--- src/rtl/mem_arbiter_if.sv ---
// -----------------------------------------------------------------------------
// mem_arbiter_if
//   Bundles the core-side and memory-side handshake of mem_arbiter.
//
//   Core side (one lane per port, packed):
//     req_request   - per-port request, held until that port's response
//     req_wren      - per-port write enable (1 = write)
//     req_address   - packed addresses, port i at [i*WIDTH +: WIDTH]
//     req_writedata - packed write data, same packing
//     req_response  - one-cycle completion pulse per port
//     req_readdata  - shared read data, valid while a response bit is high
//   Memory side:
//     mem_request, mem_wren, mem_address, mem_writedata (to memory)
//     mem_readdata, mem_response (from memory)
//   Status:
//     grant_id      - index of the current or last granted port
//     timeout_err   - one-cycle pulse when a transaction is aborted
//
//   Modports: master = the arbiter, slave = cores plus memory.
// -----------------------------------------------------------------------------
interface mem_arbiter_if #(
  parameter int WIDTH     = 32,
  parameter int N_PORTS   = 4,
  parameter int PORT_BITS = 2
) ();

  logic [N_PORTS-1:0]       req_request;
  logic [N_PORTS-1:0]       req_wren;
  logic [N_PORTS*WIDTH-1:0] req_address;
  logic [N_PORTS*WIDTH-1:0] req_writedata;
  logic [N_PORTS-1:0]       req_response;
  logic [WIDTH-1:0]         req_readdata;

  logic                     mem_request;
  logic                     mem_wren;
  logic [WIDTH-1:0]         mem_address;
  logic [WIDTH-1:0]         mem_writedata;
  logic [WIDTH-1:0]         mem_readdata;
  logic                     mem_response;

  logic [PORT_BITS-1:0]     grant_id;
  logic                     timeout_err;

  modport master (
    input  req_request, req_wren, req_address, req_writedata,
    input  mem_readdata, mem_response,
    output req_response, req_readdata,
    output mem_request, mem_wren, mem_address, mem_writedata,
    output grant_id, timeout_err
  );

  modport slave (
    output req_request, req_wren, req_address, req_writedata,
    output mem_readdata, mem_response,
    input  req_response, req_readdata,
    input  mem_request, mem_wren, mem_address, mem_writedata,
    input  grant_id, timeout_err
  );

endinterface : mem_arbiter_if

--- src/rtl/mem_arbiter.sv ---
// -----------------------------------------------------------------------------
// mem_arbiter
//   Shares one memory port between N_PORTS cores. Round-robin arbitration,
//   one outstanding transaction at a time, with a response timeout so a dead
//   memory cannot hang a core.
//
//   Flow per transaction: IDLE (arbitrate, latch) -> BUSY (wait for
//   mem_response or timeout) -> DONE (one-cycle response pulse) -> IDLE.
//
//   Ports:
//     clk   - clock
//     reset - synchronous active-high reset
//     bus   - mem_arbiter_if.master, all handshake/bus signals
// -----------------------------------------------------------------------------
module mem_arbiter #(
  parameter int WIDTH     = 32,
  parameter int N_PORTS   = 4,
  parameter int PORT_BITS = 2,
  parameter int TIMEOUT   = 255
) (
  input  logic           clk,
  input  logic           reset,
  mem_arbiter_if.master  bus
);

  typedef enum logic [1:0] {
    IDLE = 2'd0,
    BUSY = 2'd1,
    DONE = 2'd2
  } state_e;

  localparam int CNT_BITS = (TIMEOUT <= 255) ? 8 : $clog2(TIMEOUT + 1);
  localparam logic [PORT_BITS-1:0] LAST_PORT = PORT_BITS'(N_PORTS - 1);
  // The abort fires on the BUSY cycle whose increment would reach TIMEOUT,
  // so a transaction spends exactly TIMEOUT cycles in BUSY before aborting.
  localparam logic [CNT_BITS-1:0] TIMEOUT_M1 =
    CNT_BITS'((TIMEOUT == 0) ? 0 : TIMEOUT - 1);

  state_e               state_q, state_d;
  logic [PORT_BITS-1:0] last_q, last_d;
  logic [PORT_BITS-1:0] grant_q, grant_d;
  logic [CNT_BITS-1:0]  cnt_q, cnt_d;
  logic                 mem_request_q, mem_request_d;
  logic                 mem_wren_q, mem_wren_d;
  logic [WIDTH-1:0]     mem_address_q, mem_address_d;
  logic [WIDTH-1:0]     mem_writedata_q, mem_writedata_d;
  logic [N_PORTS-1:0]   req_response_q, req_response_d;
  logic [WIDTH-1:0]     req_readdata_q, req_readdata_d;
  logic                 timeout_err_q, timeout_err_d;

  logic                 any_req;
  logic [PORT_BITS-1:0] sel_idx;
  logic [PORT_BITS-1:0] cand;

  // Explicit wrap so non-power-of-2 port counts rotate correctly.
  function automatic logic [PORT_BITS-1:0] wrap_inc(input logic [PORT_BITS-1:0] p);
    return (p == LAST_PORT) ? '0 : p + 1'b1;
  endfunction

  // Round-robin pick: first set request scanning last+1, last+2, ... so the
  // port served most recently is considered last.
  always_comb begin
    any_req = 1'b0;
    sel_idx = '0;
    cand    = last_q;
    for (int i = 0; i < N_PORTS; i++) begin
      cand = wrap_inc(cand);
      if (!any_req && bus.req_request[cand]) begin
        any_req = 1'b1;
        sel_idx = cand;
      end
    end
  end

  // NOTE: every variable gets a default before the case statement; a path
  // that leaves one unassigned would infer a latch.
  always_comb begin
    state_d         = state_q;
    last_d          = last_q;
    grant_d         = grant_q;
    cnt_d           = cnt_q;
    mem_request_d   = mem_request_q;
    mem_wren_d      = mem_wren_q;
    mem_address_d   = mem_address_q;
    mem_writedata_d = mem_writedata_q;
    req_readdata_d  = req_readdata_q;
    req_response_d  = '0;
    timeout_err_d   = 1'b0;

    unique case (state_q)
      IDLE: begin
        // mem_response while idle is deliberately ignored.
        if (any_req) begin
          grant_d         = sel_idx;
          last_d          = sel_idx;
          mem_wren_d      = bus.req_wren[sel_idx];
          mem_address_d   = bus.req_address[sel_idx*WIDTH +: WIDTH];
          mem_writedata_d = bus.req_writedata[sel_idx*WIDTH +: WIDTH];
          mem_request_d   = 1'b1;
          cnt_d           = '0;
          state_d         = BUSY;
        end
      end

      BUSY: begin
        // Response is tested first so it wins over a simultaneous timeout.
        if (bus.mem_response) begin
          req_readdata_d          = bus.mem_readdata;
          req_response_d[grant_q] = 1'b1;
          mem_request_d           = 1'b0;
          cnt_d                   = '0;
          state_d                 = DONE;
        end else if (TIMEOUT != 0 && cnt_q == TIMEOUT_M1) begin
          req_readdata_d          = '0;
          req_response_d[grant_q] = 1'b1;
          timeout_err_d           = 1'b1;
          mem_request_d           = 1'b0;
          cnt_d                   = '0;
          state_d                 = DONE;
        end else begin
          cnt_d = cnt_q + 1'b1;
        end
      end

      // No arbitration here: the finishing port drops its request on this
      // edge, so arbitrating now would re-grant it on a stale request.
      DONE: state_d = IDLE;

      default: state_d = IDLE;
    endcase
  end

  // NOTE: sequential state uses non-blocking assignments so every register
  // samples the pre-edge values, independent of statement order.
  always_ff @(posedge clk) begin
    if (reset) begin
      state_q         <= IDLE;
      last_q          <= LAST_PORT;
      grant_q         <= '0;
      cnt_q           <= '0;
      mem_request_q   <= 1'b0;
      mem_wren_q      <= 1'b0;
      mem_address_q   <= '0;
      mem_writedata_q <= '0;
      req_response_q  <= '0;
      req_readdata_q  <= '0;
      timeout_err_q   <= 1'b0;
    end else begin
      state_q         <= state_d;
      last_q          <= last_d;
      grant_q         <= grant_d;
      cnt_q           <= cnt_d;
      mem_request_q   <= mem_request_d;
      mem_wren_q      <= mem_wren_d;
      mem_address_q   <= mem_address_d;
      mem_writedata_q <= mem_writedata_d;
      req_response_q  <= req_response_d;
      req_readdata_q  <= req_readdata_d;
      timeout_err_q   <= timeout_err_d;
    end
  end

  assign bus.mem_request   = mem_request_q;
  assign bus.mem_wren      = mem_wren_q;
  assign bus.mem_address   = mem_address_q;
  assign bus.mem_writedata = mem_writedata_q;
  assign bus.req_response  = req_response_q;
  assign bus.req_readdata  = req_readdata_q;
  assign bus.grant_id      = grant_q;
  assign bus.timeout_err   = timeout_err_q;

endmodule : mem_arbiter

--- src/flat_wrapper.sv ---
// flat-port wrapper written by rule: the top's interface ports become plain ports
module mem_arbiter_flat 
#(
  parameter int WIDTH     = 32,
  parameter int N_PORTS   = 4,
  parameter int PORT_BITS = 2,
  parameter int TIMEOUT   = 255
)
  (clk, reset, bus_req_request, bus_req_wren, bus_req_address, bus_req_writedata, bus_mem_readdata, bus_mem_response, bus_req_response, bus_req_readdata, bus_mem_request, bus_mem_wren, bus_mem_address, bus_mem_writedata, bus_grant_id, bus_timeout_err);
  mem_arbiter_if #(.WIDTH(WIDTH), .N_PORTS(N_PORTS), .PORT_BITS(PORT_BITS)) bus_i ();
  input  logic clk;
  input  logic reset;
  input wire logic [$bits(bus_i.req_request)-1:0] bus_req_request;
  input wire logic [$bits(bus_i.req_wren)-1:0] bus_req_wren;
  input wire logic [$bits(bus_i.req_address)-1:0] bus_req_address;
  input wire logic [$bits(bus_i.req_writedata)-1:0] bus_req_writedata;
  input wire logic [$bits(bus_i.mem_readdata)-1:0] bus_mem_readdata;
  input wire logic [$bits(bus_i.mem_response)-1:0] bus_mem_response;
  output wire logic [$bits(bus_i.req_response)-1:0] bus_req_response;
  output wire logic [$bits(bus_i.req_readdata)-1:0] bus_req_readdata;
  output wire logic [$bits(bus_i.mem_request)-1:0] bus_mem_request;
  output wire logic [$bits(bus_i.mem_wren)-1:0] bus_mem_wren;
  output wire logic [$bits(bus_i.mem_address)-1:0] bus_mem_address;
  output wire logic [$bits(bus_i.mem_writedata)-1:0] bus_mem_writedata;
  output wire logic [$bits(bus_i.grant_id)-1:0] bus_grant_id;
  output wire logic [$bits(bus_i.timeout_err)-1:0] bus_timeout_err;
  assign bus_i.req_request = bus_req_request;
  assign bus_i.req_wren = bus_req_wren;
  assign bus_i.req_address = bus_req_address;
  assign bus_i.req_writedata = bus_req_writedata;
  assign bus_i.mem_readdata = bus_mem_readdata;
  assign bus_i.mem_response = bus_mem_response;
  assign bus_req_response = bus_i.req_response;
  assign bus_req_readdata = bus_i.req_readdata;
  assign bus_mem_request = bus_i.mem_request;
  assign bus_mem_wren = bus_i.mem_wren;
  assign bus_mem_address = bus_i.mem_address;
  assign bus_mem_writedata = bus_i.mem_writedata;
  assign bus_grant_id = bus_i.grant_id;
  assign bus_timeout_err = bus_i.timeout_err;
  mem_arbiter #(.WIDTH(WIDTH), .N_PORTS(N_PORTS), .PORT_BITS(PORT_BITS), .TIMEOUT(TIMEOUT)) u_core (.clk(clk), .reset(reset), .bus(bus_i));
endmodule
--- config.mk ---
export PLATFORM = sky130hd
export DESIGN_NAME = mem_arbiter_flat
export DESIGN_NICKNAME = d
export VERILOG_FILES = /design/src/rtl/mem_arbiter_if.sv /design/src/rtl/mem_arbiter.sv /design/src/flat_wrapper.sv
export SDC_FILE = /design/constraint.sdc
export NUM_CORES = 1
export LEC_CHECK = 0
export ABC_AREA = 1
export BUFFER_PORTS_ARGS = -buffer_cell sky130_fd_sc_hd__buf_2
export CORE_AREA = 2 2 159 161
export CTS_BUF_LIST = sky130_fd_sc_hd__clkbuf_4
export DETAILED_ROUTE_END_ITERATION = 16
export DIE_AREA = 0 0 161 163
export SLEW_MARGIN = 10
export SYNTH_ARGS = -nofsm -noshare
export SYNTH_HDL_FRONTEND = slang
export SYNTH_SLANG_ARGS = --single-unit
export TNS_END_PERCENT = 10
--- constraint.sdc ---
create_clock -name clk -period 3.1 [get_ports clk]
set_input_delay 0.155 -clock clk [delete_from_list [all_inputs] [get_ports clk]]
set_output_delay 0.155 -clock clk [all_outputs]
set_load 0.01 [all_outputs]
==> results.txt, run 1 <==
* Fraction of final layout cells sized beyond drive strength 1: 0.239
* Sum of net half-perimeters after detailed placement: 20,700 um
* Hold Path Sink: u_core.bus.mem_writedata[11]
* Worst hold path depth: 7
- Including well taps, the total number of placed cells is around 2,100.
- Maximum count of clock buffers along a single path: 2
- Clock tree synthesis found a total of between 100 and 150 sinks.
* Required time reported for the critical path endpoint: 3.53 ns
- The die is between 150 and 200 um tall.
* Port bufs: 403
- Num CTS Buffers: 17
- In this run the worst path has a maximum fanout of roughly 130.
- Initial DRT Pass Iterations: 7
- Initial DRC Count: between 700 and 800
- Counting every instance in the synthesized netlist gives 1,431.
- The via count of the first global-routing pass was 10,045.
* Place WS: about 0.24 ns
- For this run, the register share of the synthesized area comes to 0.294.
- The critical path in this run is classified as reg -> reg.
- Synthesis inferred roughly 120 register bits.
* Count of endpoints failing setup in the final report: 0
- For this run, design rule violations remaining after detail routing come to 0.
* Chain of cells forming the critical path: ha_1 -> inv_2 -> nand2_2 -> nand2_1 -> nand3_1 -> nand2_1 -> nand3_1 -> nand3_4 -> buf_12 -> nand3_1 -> nand3_1 -> nand3_1 -> nand2_1 -> inv_1
* Wire per inst: 13.7 um
- Distinct cell type count of the synthesized netlist: 25
* Cell repeated most along the worst path: nand3_1
- Of the available clock period, the critical path in the final layout requires 0.921.
- IR Drop Worst-Case VDD: 1.66 mV
- Leading cell type in the layout, fill and taps excluded: buf_2
* Slowest cell on crit path: dfxtp_1
* H-tree levels: 4
* Unrepaired setup endpoints after global routing: false
* Outcome: finished clean
- The worst register-to-register path has a depth of 14.
- Final RePlAce weighted congestion: 0.859
* Delay of the slowest cell on the worst path: 0.38 ns
- The final-report max-slew violation count was 0.
* Floorplan Core Area: between 20,000 and 25,000 um^2
- For the pin with the worst max-slew slack, the measured transition is 0.908 ns.
- The clock arrives with ~0.018 ns of skew.
* Pin count of the biggest net entering global routing: 132
- MaxCap Viol Count: 0
- Clock latency on the worst-skew pair, taken at its later pin, is around 0.54 ns.
- The average instance in the mapped netlist occupies ~5.6 um^2.
- P per Cell Area: 1030 nW/um^2
- Count of nets left with antenna violations after detail routing: 0
* Overflow after GRT: 0
* Arrival time of data at the critical path endpoint: 3.29 ns
- In the global route stage, met2 resource usage came out at 0.409.
- Reg2Reg Capture Point: u_core.bus.mem_writedata[21]
- In this run the register-to-register setup slack is 0.25 ns.
- After clock tree synthesis, the clock-pin slew on the worst setup and hold paths is 0.12 ns.
- The initial antenna violation count is 3.
- CTS root buf: clkbuf_4
* Die width: 161 um
* Peak clock frequency supported by timing: ~0.35 GHz
- Path type of the worst min-delay path: in -> reg
* Number of standard-cell rows in the floorplan: between 50 and 60
- Number of endpoints with negative hold slack in the final report: 0
* Per-cell via count in the routed design: 4.61
- GRT Overall Usage: 0.233
- The area growth from synthesis to layout is 52.7%.
- Number of standard cells in the layout, taps in and fillers out: ~2,300
- The first global-routing pass estimated just under 50,000 um of wire.
* Yosys warns: 0
- Nets: 2,236
* Cell area after technology mapping: 7980 um^2
* Starting Density: 0.323
- Setup slack on the critical path of the routed design comes to 0.246 ns.
- Headroom to the max-slew limit came out at 0.394.
- Syn nets: 1,733
- Layer with the highest usage after global routing: met2
- Fill cell count: ~2,500
- Subtracting the final worst setup slack from the clock period gives 2.85 ns.
* Floorplan die area: about 26,000 um^2
* CTS tree: yes
- The worst register-to-register path begins at u_core.last_q[0].
- The analysis attributes to cell leakage a power of 7.38 nW.
* Start point of the worst hold path: bus_req_writedata[11]
- The worst setup path is launched from a flip-flop.
* GR Util met3: 0.0614
- CP Capture Type: flip-flop
- Met1 Track Usage GR: 0.265
- Highest-count cells in the layout ignoring fill and taps: 402 x buf_2, 346 x inv_1, 344 x nand3_1
* Fin Setup TNS: 0 ns
- Number of top-level pins: between 400 and 500
- Number of vias in the routed layout: ~11,000
* Buffers inserted during post-CTS setup optimization: 0
- Wires add up to roughly 31,000 um.
==> routing by layer <==
| metal | vias to the layer above | wire, um |
|---|---|---|
| li1 | 5310 | - |
| met1 | 4667 | 12500 |
| met2 | 458 | 15000 |
| met3 | 78 | 2510 |
| met4 | 2 | 1210 |
| met5 | - | 13 |
==> metrics by stage <==
stage / total power [mW] / hold slack [ns] / utilization / cell area [um^2]
2_1_floorplan: 8.60 / 0.234 / - / 7980
3_3_place_gp: 10.9 / 0.373 / 0.415 / 10200
3_5_place_dp: 11.0 / 0.385 / 0.415 / 10200
4_1_cts: 12.7 / 0.0000387 / 0.493 / 12200
5_1_grt: 14.0 / 0.00763 / 0.494 / 12200
6_report: 12.6 / 0.0312 / 0.494 / 12200
==> where the power goes <==
group | total (mW) | switching [mW] | internal (mW) | leakage (nW)
clock | 1.47 | 0.719 | 0.747 | 0.196
sequential | 2.16 | 0.215 | 1.95 | 0.965
combinational | 8.94 | 5.82 | 3.13 | 6.22
total | 12.6 | 6.75 | 5.82 | 7.38
==> critical path, delay by kind of cell (launching register included) <==
kind | cells | cell delay (ns)
fa+ha+maj | 1 | 0.28
flops | 1 | 0.38
simple gates | 10 | 1.37
buf+inv | 3 | 0.46
==> what timing repair did <==
| item | 4_1_cts | 5_1_grt |
|---|---|---|
| resized for setup | 0 | 2 |
| hold endpoints to repair | 94 | 0 |
| hold buffers | 155 | 0 |
| endpoints found under the setup margin | 0 | 65 |
==> how the worst max path moves through the flow <==
stage / startpoint / end / slack [ns]
after floorplan: u_core.last_q[0] / u_core.bus.mem_writedata[22] / 0.92
after global placement: u_core.last_q[0] / u_core.bus.mem_writedata[4] / 0.27
after detailed placement: u_core.last_q[0] / u_core.bus.mem_address[16] / 0.24
after CTS: u_core.last_q[0] / u_core.bus.mem_writedata[21] / 0.21
after global routing: u_core.last_q[0] / u_core.bus.mem_writedata[21] / 0.01
final: u_core.last_q[0] / u_core.bus.mem_writedata[21] / 0.25
==> flip-flops by register name (all words and copies together) (netlist names) <==
signal / count
u_core.bus.mem_address: 32
u_core.bus.mem_writedata: 32
u_core.bus.req_readdata: 32
u_core.cnt_q: 8
u_core.bus.req_response: 4
u_core.bus.grant_id: 2
u_core.last_q: 2
u_core.state_q: 2
u_core.bus.mem_request: 1
u_core.bus.mem_wren: 1
u_core.bus.timeout_err: 1
==> Yosys cell counts <==
| cell type | count | area share |
|---|---|---|
| inv_1 | 346 | 0.16 |
| nand3_1 | 345 | 0.22 |
| nand2_1 | 312 | 0.15 |
| nor2_1 | 143 | 0.067 |
| dfxtp_1 | 117 | 0.29 |
| a21oi_1 | 48 | 0.030 |
| clkbuf_1 | 38 | 0.018 |
| buf_2 | 37 | 0.023 |
| buf_4 | 13 | 0.012 |
| inv_2 | 4 | 0.0019 |
| nor3_1 | 4 | 0.0025 |
| o21ai_0 | 4 | 0.0025 |
| ha_1 | 3 | 0.0047 |
| nand2_2 | 3 | 0.0024 |
| nand4_1 | 2 | 0.0016 |
| xnor2_1 | 2 | 0.0022 |
| xor2_1 | 2 | 0.0022 |
| buf_6 | 1 | 0.0014 |
| nand3_2 | 1 | 0.0013 |
| nand4_2 | 1 | 0.0016 |
| nor2_2 | 1 | 0.00078 |
| nor4_1 | 1 | 0.00078 |
| o211ai_1 | 1 | 0.00094 |
| o21ai_4 | 1 | 0.0020 |
| o32ai_1 | 1 | 0.0011 |
==> final cells by class <==
cell class	count	area, um^2	share of cell area
clock inverter	15	243	0.0199
timing repair buffer	573	3800	0.312
inverter	350	1320	0.108
sequential	117	2340	0.192
tap	330	413	0.0339
antenna	2	5.00	0.000411
clock buffer	17	128	0.0105
multi-input combinational	875	3940	0.323
==> kinds of logic (layout without fill, tap and decap cells) <==
logic type,Yosys count,after routing,share of synthesized area
and+or+nand+nor,813,813,0.441
buffers and inverters,439,955,0.219
DFF,117,117,0.294
AOI/OAI and AO/OA,55,55,0.0367
xor gates and xnor gates,4,4,0.00439
adders and majority gates,3,3,0.00470
other,0,2,0
(Power assumes the default switching activity.)
==> run 2: changes to the inputs <==
clock period = 2.7 ns   (was 3.1 ns; I/O delays follow)
==> run 2 against run 1 <==
  * Clock power grew 7%
  * Hold slack gained 0.017 ns
  * Wire length grew 5.7%
  * Flip-flop and latch count is the same
  * Clock skew grew 0.0041 ns
  * Highest routed layer unchanged
  * Critical endpoint is now u_core.bus.mem_address[13]
  * First-iteration DRC count grew 14%
  * Global-route usage grew 0.61 points
  * Setup slack lost 0.037 ns
  * Critical path type unchanged
  * Maximum frequency grew 15%
  * Cell area grew 5.7%
  * Largest power group unchanged
  * Via count grew 3.6%
==> results.txt, run 2 (synthesis gave the netlist of run 1 again) <==
- The flow ran to the end, and the final reports show no timing, DRC or antenna violations.
- The cell that appears most often on the critical path is nand2_1.
- Arrival time of data at the critical path endpoint: 2.92 ns (-0.37 ns)
- The initial antenna violation count came to 2 (-1).
- Setup repair after global routing left no endpoint under its margin.
- The worst slack at placement was -0.00924 ns (-0.254 ns).
* Via count of the first global-routing pass: 10,293 (+2.5%)
- The TritonCTS sink count is 117 (unchanged).
- The final number of hold-violating endpoints was 0 (unchanged).
- Final RePlAce weighted congestion: 0.885 (+3.0%)
- The final critical delay including setup and external delays was 2.49 ns (-0.363 ns).
* Detailed Route WL: 33,000 um (+5.7%)
* Later-pin clock latency in the skew report: 0.52 ns (-0.02 ns)
- The slack of the worst reg-to-reg path came to 0.21 ns (-0.04 ns).
* Maximum count of clock buffers along a single path: 2 (unchanged)
- The CTS buffer count was 17 (unchanged).
* Chain of cells forming the critical path: ha_4 -> inv_2 -> nand2_2 -> nand2_1 -> nand2_1 -> nand2_1 -> nand2_2 -> inv_2 -> nor2_1 -> nand2_1 -> o21ai_4 -> inv_4 -> buf_12 -> nor2_1 -> nor2_1 -> nand2_1 -> inv_1
- The core area came to 24,700 um^2 (unchanged).
* CTS tree: yes
* Sum of net half-perimeters after detailed placement: 20,900 um (+0.76%)
- Fraction of final layout cells sized beyond drive strength 1: 0.238 (-0.00115)
- The post-route setup TNS was 0 ns (unchanged).
* Max Transition Viols Final: 0 (unchanged)
- The maximum number of pins on one net before global-route repair is 80 (-39%).
- The number of optimization iterations in the first detailed-route pass is 6 (-1).
- The placed instance count is 2,092 (+0.096%).
- The largest fanout on the critical path came to 71 (-46%).
- Clock transition at the register clock pins on the worst setup and hold paths after CTS: 0.13 ns (about the same)
- The library cell used most frequently in the layout, excluding fill and tap cells, is buf_2.
- Wire length of the first global-routing pass: 50,800 um (+3.2%)
* Fill cell count: 2,410 (-4.6%)
* Required time reported for the critical path endpoint: 3.13 ns (-0.40 ns)
- Wire per inst: 14.1 um (+2.9%)
- The logic depth of the worst path, buffers included came to 17 (+3).
- Cell type group with the largest total delay on the critical path: simple AND/OR/NAND/NOR gates
- Overflow after GRT: 0 (unchanged)
- Worst-case setup margin in the final layout: 0.209 ns (-0.0368 ns)
- Worst-Margin Slew: 0.697 ns (-0.212 ns)
- The number of core rows is 58 (unchanged).
- Area Growth Syn to Fin: 61.5%
- Number of standard cells in the layout, taps in and fillers out: 2,342 (+2.8%)
- The overall track demand over capacity in global routing was 0.239 (+0.00611).
- The starting DRC count in detailed routing came to 869 (+14%).
* Reg2Reg Capture Point: u_core.bus.mem_address[13]
* Delay of the slowest cell on the worst path: 0.45 ns (+0.07 ns)
- The normalized max-slew margin was 0.536 (+0.142).
- Floorplan die area: 26,200 um^2 (unchanged)
- The tightest min-delay check is of the in -> reg type.
* Slowest cell on crit path: dfxtp_2
- The count of vias placed by the detailed router came to 10,896 (+3.6%).
- DRC violation count after routing: 0 (unchanged)
- The CTS H-tree depth was 4 (unchanged).
- Timing startpoint of the critical path: u_core.last_q[0]
- Worst-case hold slack: 0.0481 ns (+0.0169 ns)
- Crit path buffers/inverters: 5 (+2)
* Die width: 161 um (unchanged)
- The final setup skew is 0.0223 ns (+0.00410 ns).
* Static Leak: 7.67 nW (+3.9%)
- Port bufs: 403 (unchanged)
- Worst setup path class: reg -> reg
- The number of nets in the final layout is 2,300 (+2.9%).
- Count of endpoints failing setup in the final report: 0 (unchanged)
* DIE HEIGHT: 163 um (unchanged)
- The max-cap violation count was 0 (unchanged).
* Per-cell via count in the routed design: 4.65 (+0.84%)
- CTS placed an instance of clkbuf_4 at the clock tree root.
- The worst register-to-register path begins at u_core.last_q[0].
- The initial cell density of the core is 0.323 (unchanged).
- The maximum operating frequency is 0.401 GHz (+15%).
* Final cell utilization of the core: 0.522 (+0.0282)
- Count of nets left with antenna violations after detail routing: 0 (unchanged)
- The worst voltage drop across the vdd grid came to 1.05 mV (-37%).
* Number of top-level pins: 404 (unchanged)
- The power per cell area is 1170 nW/um^2 (+13%).
* Share of the clock period used by the worst path: 0.923 (+0.00187)
- CP Capture Type: flip-flop
* Nature of the critical path startpoint: flip-flop
- Highest-count cells in the layout ignoring fill and taps: 402 x buf_2, 346 x inv_1, 343 x nand3_1
- R2R depth: 17 (+3)
- The most critical setup path has its endpoint at u_core.bus.mem_address[13].
==> run 2: worst min-delay path by stage <==
stage                                 from                      endpoint  slack, ns  cells past startpoint
finish               bus_req_writedata[85]  u_core.bus.mem_writedata[21]       0.05                      7
global route         bus_req_writedata[85]  u_core.bus.mem_writedata[21]       0.01                      7
floorplan                 bus_mem_response        u_core.bus.timeout_err       0.21                      1
global placement          bus_mem_response        u_core.bus.timeout_err       0.35                      2
CTS                 bus_req_writedata[121]  u_core.bus.mem_writedata[25]     0.0003                      7
detailed placement        bus_mem_response        u_core.bus.timeout_err       0.36                      2
==> run 2: timing repair <==
| action | in CTS | in global routing |
|---|---|---|
| hold buffers | 210 | 0 |
| endpoints found under the setup margin | 21 | 75 |
| cloned | 0 | 2 |
| endpoints found under the hold margin | 102 | 0 |
| gates resized for setup | 1 | 8 |
| buffers inserted | 0 | 5 |
| pin swaps | 0 | 2 |
==> run 2: cell type report <==
type                            count  area, um^2  share of cell area
Multi-Input combinational cell    876        3970               0.308
Tap cell                          330         413              0.0321
Clock buffer                       17         128             0.00991
Sequential cell                   117        2340               0.182
Inverter                          350        1320               0.102
Antenna cell                        1        2.50            0.000194
Timing Repair Buffer              636        4490               0.348
Clock inverter                     15         220              0.0171
==> run 2: where the power goes <==
part	switching [mW]	internal (mW)
Sequential	0.265	2.24
Clock	0.819	0.763
Combinational	6.92	4.02
==> run 2: metal layers <==
layer / vias to the layer above / global-route usage / share of wire
met2: 560 / 0.406 / 0.47
met4: 2 / 0.119 / 0.044
met5: - / 0 / 0.00033
met3: 109 / 0.0644 / 0.082
li1: 5436 / - / -
met1: 4789 / 0.277 / 0.40
==> run 2: stage by stage <==
step	cell area [um^2]	total power [mW]
final	12900	15.0
after global routing	12900	16.5
after CTS	12800	14.7
after detailed placement	10300	12.9
after global placement	10300	12.8
after floorplan	7980	9.88
==> run 2: worst reg2reg max path, stage by stage (launching register included) <==
cell and delay [ns]:
dfxtp_2 0.45, ha_4 0.20, inv_2 0.04, nand2_2 0.15, nand2_1 0.07, nand2_1 0.12, nand2_1 0.08, nand2_2 0.13
inv_2 0.05, nor2_1 0.08, nand2_1 0.10, o21ai_4 0.28, inv_4 0.08, buf_12 0.19, nor2_1 0.20, nor2_1 0.05
nand2_1 0.09, inv_1 0.03
